## src/rtl/uart_rx_deframer.sv

```systemverilog
// rtl/uart_rx_deframer.sv - UART receive deframer: oversampled start detect, deserialise, error flags, RTS
//
// Ports:
//   Clk         sample clock, OVERSAMPLE x baud rate
//   Rst         asynchronous active-low reset
//   Rx          serial line, asynchronous to Clk
//   Rx_Hold     receive FIFO asks the sender to pause
//   Data_Out    last received data word (held between deliveries)
//   Data_Valid  one-cycle pulse when Data_Out/Rx_Error are updated
//   Rx_Error    [2] frame, [1] parity, [0] break
//   Rx_Busy     a frame is being received
//   RTS         high = sender may transmit
module uart_rx_deframer #(
    parameter int DATA_BITS  = 8,
    parameter int PARITY_BIT = 1,
    parameter int STOP_BITS  = 2,
    parameter int OVERSAMPLE = 16
) (
    input  logic                 Clk,
    input  logic                 Rst,
    input  logic                 Rx,
    input  logic                 Rx_Hold,
    output logic [DATA_BITS-1:0] Data_Out,
    output logic                 Data_Valid,
    output logic [2:0]           Rx_Error,
    output logic                 Rx_Busy,
    output logic                 RTS
);
    localparam int FRAME_BITS = 1 + DATA_BITS + PARITY_BIT + STOP_BITS;
    localparam int H          = OVERSAMPLE / 2;
    localparam int CW         = $clog2(OVERSAMPLE);
    localparam int KW         = $clog2(FRAME_BITS + 1);

    localparam logic [CW-1:0] HALF_LAST   = CW'(H - 1);
    localparam logic [CW-1:0] BIT_LAST    = CW'(OVERSAMPLE - 1);
    localparam logic [KW-1:0] K_LAST      = KW'(FRAME_BITS - 1);
    localparam logic [KW-1:0] K_DATA_LAST = KW'(DATA_BITS);
    localparam logic [KW-1:0] K_PARITY    = KW'(DATA_BITS + 1);
    localparam logic [KW-1:0] K_LAST_NSTP = KW'(DATA_BITS + PARITY_BIT);

    typedef enum logic [1:0] {IDLE, START, SHIFT, BREAK_WAIT} state_t;

    state_t               state;
    state_t               next_state;
    logic                 sync1;
    logic                 rxs;
    logic [CW-1:0]        cnt;
    logic [KW-1:0]        bit_idx;
    logic [DATA_BITS-1:0] shreg;
    logic [DATA_BITS:0]   shift_next;
    logic                 par_bit;
    logic                 stop_err;
    logic                 any_one;

    logic                 sample_tick;
    logic                 frame_done;
    logic                 is_data;
    logic                 is_par;
    logic                 is_stop;

    logic                 dv_d;
    logic [DATA_BITS-1:0] data_d;
    logic [2:0]           err_d;
    logic                 busy_d;

    // START samples mid start bit; SHIFT samples mid every later bit.
    assign sample_tick = ((state == START) && (cnt == HALF_LAST)) ||
                         ((state == SHIFT) && (cnt == BIT_LAST));
    assign frame_done  = (state == SHIFT) && sample_tick && (bit_idx == K_LAST);
    assign is_data     = (bit_idx <= K_DATA_LAST);
    assign is_par      = (PARITY_BIT != 0) && (bit_idx == K_PARITY);
    assign is_stop     = (bit_idx > K_LAST_NSTP);
    assign shift_next  = {shreg, rxs};

    // Two-flop synchroniser, preset to the idle line level.
    always_ff @(posedge Clk or negedge Rst) begin
        if (!Rst) begin
            sync1 <= 1'b1;
            rxs   <= 1'b1;
        end else begin
            sync1 <= Rx;
            rxs   <= sync1;
        end
    end

    // State register
    always_ff @(posedge Clk or negedge Rst) begin
        if (!Rst) begin
            state <= IDLE;
        end else begin
            state <= next_state;
        end
    end

    // Next-state logic
    always_comb begin
        next_state = state;
        case (state)
            IDLE:       if (!rxs) next_state = START;
            START:      if (sample_tick) next_state = rxs ? IDLE : SHIFT;
            SHIFT:      if (frame_done) next_state = (any_one | rxs) ? IDLE : BREAK_WAIT;
            BREAK_WAIT: if (rxs) next_state = IDLE;
            default:    next_state = IDLE;
        endcase
    end

    // Output logic: values registered into the outputs at the next edge.
    // The final sample is always a stop bit, so it is folded in directly.
    always_comb begin
        dv_d   = frame_done;
        data_d = Data_Out;
        err_d  = Rx_Error;
        busy_d = (next_state == START) || (next_state == SHIFT);
        if (frame_done) begin
            if (!(any_one | rxs)) begin
                data_d = '0;
                err_d  = 3'b001;
            end else begin
                data_d = shreg;
                err_d  = {stop_err | !rxs,
                          (PARITY_BIT != 0) && (par_bit != ^shreg),
                          1'b0};
            end
        end
    end

    // Bit timing and frame accumulation
    always_ff @(posedge Clk or negedge Rst) begin
        if (!Rst) begin
            cnt      <= '0;
            bit_idx  <= '0;
            shreg    <= '0;
            par_bit  <= 1'b0;
            stop_err <= 1'b0;
            any_one  <= 1'b0;
        end else begin
            if (((state == START) || (state == SHIFT)) && !sample_tick) begin
                cnt <= cnt + CW'(1);
            end else begin
                cnt <= '0;
            end

            if ((state == IDLE) && !rxs) begin
                bit_idx  <= '0;
                stop_err <= 1'b0;
                any_one  <= 1'b0;
            end else if ((state == START) && sample_tick) begin
                bit_idx <= KW'(1);
            end else if ((state == SHIFT) && sample_tick) begin
                bit_idx <= bit_idx + KW'(1);
                any_one <= any_one | rxs;
                if (is_data) begin
                    shreg <= shift_next[DATA_BITS-1:0];
                end
                if (is_par) begin
                    par_bit <= rxs;
                end
                if (is_stop && !rxs) begin
                    stop_err <= 1'b1;
                end
            end
        end
    end

    // Registered outputs
    always_ff @(posedge Clk or negedge Rst) begin
        if (!Rst) begin
            Data_Out   <= '0;
            Data_Valid <= 1'b0;
            Rx_Error   <= 3'b000;
            Rx_Busy    <= 1'b0;
            RTS        <= 1'b0;
        end else begin
            Data_Out   <= data_d;
            Data_Valid <= dv_d;
            Rx_Error   <= err_d;
            Rx_Busy    <= busy_d;
            RTS        <= !Rx_Hold;
        end
    end
endmodule

```

## config.mk

```make
export PLATFORM = sky130hd
export DESIGN_NAME = uart_rx_deframer
export DESIGN_NICKNAME = d
export VERILOG_FILES = /design/src/rtl/uart_rx_deframer.sv
export SDC_FILE = /design/constraint.sdc
export NUM_CORES = 1
export LEC_CHECK = 0
export ABC_AREA = 1
export ABC_CLOCK_PERIOD_IN_PS = 3200
export BUFFER_PORTS_ARGS = -buffer_cell sky130_fd_sc_hd__buf_2
export CAP_MARGIN = 5
export CORE_MARGIN = 4
export CORE_UTILIZATION = 35
export DETAILED_ROUTE_END_ITERATION = 16
export HOLD_SLACK_MARGIN = 0.1
export SYNTH_ARGS = -nofsm -noshare
export SYNTH_HDL_FRONTEND = slang
export SYNTH_SLANG_ARGS = --single-unit
```

## constraint.sdc

```tcl
create_clock -name Clk -period 3.2 [get_ports Clk]
set_input_delay 0.32 -clock Clk [delete_from_list [all_inputs] [get_ports Clk]]
set_output_delay 0.32 -clock Clk [all_outputs]
set_load 0.02 [all_outputs]
```

==> results.sh <==
export IMPL_path_buf_inv=2
export IMPL_cp_slowest_cell="dfrtp_1"
export IMPL_clk_latency_ps=280
export IMPL_seqCellArea_um2=928
export IMPL_drv_cap=0
export IMPL_async_reset_ff_share_pct=100
export IMPL_cts_resized=0
export IMPL_path_cells="inv_1 -> ha_1 -> nor2_1 -> nor2_2 -> nand3_1 -> o21ai_1 -> o21ai_1 -> nand2_1 -> inv_1 -> nand2_1 -> nand2_1"
export IMPL_grt_util_all_layers_pct=11.7
export IMPL_clk_pin_slew_ps=70
export IMPL_drive_gt1_share_pct=21.5
export IMPL_drtIter0Drc=70
export IMPL_start_kind="flop"
export IMPL_viasPerCell=4.45
export IMPL_post_cts_buffers=0
export IMPL_required_ps=3380
export IMPL_ys_top_cells_by_area="dfrtp_1 (48%), nand2_1 (9.7%), ha_1 (6.8%)"
export IMPL_synth_top_area_share_pct=47.9
export IMPL_synth_seq_cells=37
export IMPL_dieWidth_um=80.2
export IMPL_cts_sinks=37
export IMPL_worstMarginPinSlew_ps=811
export IMPL_hold_violations=0
export IMPL_synth_ff_type="dfrtp_1"
export IMPL_rsz0062_at_grt="no"
export IMPL_antenna_found_initial=0
export IMPL_synth_top_area_cell="dfrtp_1"
export IMPL_ir_worst_vdd_mv=0.306
export IMPL_io_pins=18
export IMPL_wl_mm=3.16
export IMPL_die_h_um=80.2
export IMPL_slew_headroom_pct=45.9
export IMPL_clock_fmax_mhz=473
export IMPL_period_share_pct=66.0
export IMPL_synth_cell_types=29
export IMPL_routabilityCongestion=0.812
export IMPL_area_growth_pct=13.9
export IMPL_firstDrtPassIters=4
export IMPL_cts_buffers=5
export IMPL_syn_area_um2=1830
export IMPL_cpPeakStageDelay_ps=420
export IMPL_dpl_hpwl_mm=2.27
export IMPL_initial_utilization_pct=36.0
export IMPL_run_status="complete, no violations"
export IMPL_route_detailed_drc=0
export IMPL_syn_instance_count=201
export IMPL_power_density_nw_per_um2=528
export IMPL_dieArea_um2=6440
export IMPL_p_leak_nw=1.05
export IMPL_timing_clock_skew_ps=2.19
export IMPL_synth_edff_count=0
export IMPL_grt_pass1_vias=1327
export IMPL_setup_viol=0
export IMPL_cp_data_arrival_time_ps=2290
export IMPL_cp_max_fo=13
export IMPL_cts_root_buf="clkbuf_8"
export IMPL_synth_most_common_cell="nand2_1"
export IMPL_vias=1303
export IMPL_portBuffers=17
export IMPL_yosysWarningCount=0
export IMPL_worst_path_dominant_cell_family="simple AND/OR/NAND/NOR gates"
export IMPL_grt_max_degree=38
export IMPL_min_period_ps=2110
export IMPL_ant_nets=0
export IMPL_wire_per_inst_um=10.8
export IMPL_num_antenna_cells=0
export IMPL_clockBufferDepth=2
export IMPL_num_fill_cells=530
export IMPL_critPathKind="reg -> reg"
export IMPL_finalSetupTns_ps=0
export IMPL_multi_input_area_um2=758
export IMPL_grt_pass1_wl_mm=5.87
export IMPL_cts_max_level=2
export IMPL_ctsHoldBuffers=0
export IMPL_core_um2=5070
export IMPL_syn_avg_cell_area_um2=9.09
export IMPL_num_rows=26
export IMPL_syn_nets=215
export IMPL_post_route_util_pct=41.0
export IMPL_tritoncts="built"
export IMPL_nNetsFinal=236
export IMPL_seq_area_frac_synth_pct=50.8
export IMPL_cp_common_cell="nand2_1"
export IMPL_worst_setup_path_end_kind="flop"
export IMPL_hp_class="in -> async"
export IMPL_maxSlewViolCount=0
export IMPL_synth_commonest_cells="nand2_1 (47), dfrtp_1 (35), inv_1 (29), nand3_1 (11), nor2_1 (11)"
export IMPL_gr_total_overflow=0
path summary, 6_finish.rpt:
check / cells past startpoint / startpoint / slack, ps / to
worst max register to register: 11 / state[1] / 1090 / Rx_Busy
worst min register to register: 0 / sync1 / 360 / rxs
worst max-delay path: 11 / state[1] / 1090 / Rx_Busy
max in group asynchronous: 1 / Rst / 2570 / bit_idx[1]
worst min-delay path: 1 / Rst / 120 / Data_Out[5]
min in group Clk: 1 / Rx / 130 / sync1
flip-flops by register name, indices dropped and copies added (netlist names), 2 cells and up:
register and flops:
Rx_Error 3, state 2, bit_idx 4, Data_Out 8, shreg 8, cnt 4
final cells by class:
type	count	area share (%)
timing repair buffer	17	4.09
tap	70	4.21
inverter	32	5.77
clock inverter	1	0.241
sequential	37	44.6
multi-input combinational	129	36.4
clock buffer	7	4.63
stage by stage:
stage / cell area, um2 / power, mW / hold slack, ps / setup WS, ps / std cells
5_1_grt: 2080 / 1.18 / 115 / 845 / 293
3_5_place_dp: 1980 / 0.756 / 351 / 1090 / 285
2_1_floorplan: 1830 / 0.703 / 24.4 / 1480 / 201
3_3_place_gp: 1980 / 0.755 / 349 / 1170 / 285
6_report: 2080 / 1.10 / 123 / 1090 / 293
4_1_cts: 2080 / 1.12 / 116 / 1070 / 293
cells in the final DEF, fill, tap and decap left out, drive strengths merged:
master  netlist  final
nand2        53     53
dfrtp        35     35
inv          32     32
o21ai        20     20
buf           2     17
nor2         14     14
nand3        12     12
ha           10     10
clkbuf        1      7
xnor2         6      6
nand4         3      3
a21oi         3      3
nor3          2      2
dfstp         2      2
xor2          1      1
a31oi         1      1
o31ai         1      1
o22ai         1      1
a21boi        1      1
a22o          1      1
clkinv        0      1
cell families after synthesis:
family / share of synthesized area, %
buf+inv: 7.67
compound gates: 9.93
flops: 50.8
simple gates: 21.4
fa+ha+maj: 6.85
xor+xnor: 3.36
metal layers:
| metal | up-vias | part of all wire (%) | wire (um) | GRT usage [%] |
|---|---|---|---|---|
| met2 | 17 | 44 | 1400 | 18.0 |
| met5 | - | 0 | 0 | 0 |
| met3 | 8 | 3.2 | 100 | 2.35 |
| li1 | 674 | - | - | - |
| met4 | 0 | 2.1 | 65 | 5.07 |
| met1 | 604 | 50 | 1590 | 15.8 |
report_power, final:
part	total [mW]	switching, mW	internal, mW
registers	0.533	0.0284	0.505
clock network	0.354	0.159	0.195
logic	0.212	0.140	0.0727
total	1.10	0.327	0.772
Note: power is estimated with default switching activity, not from simulation.
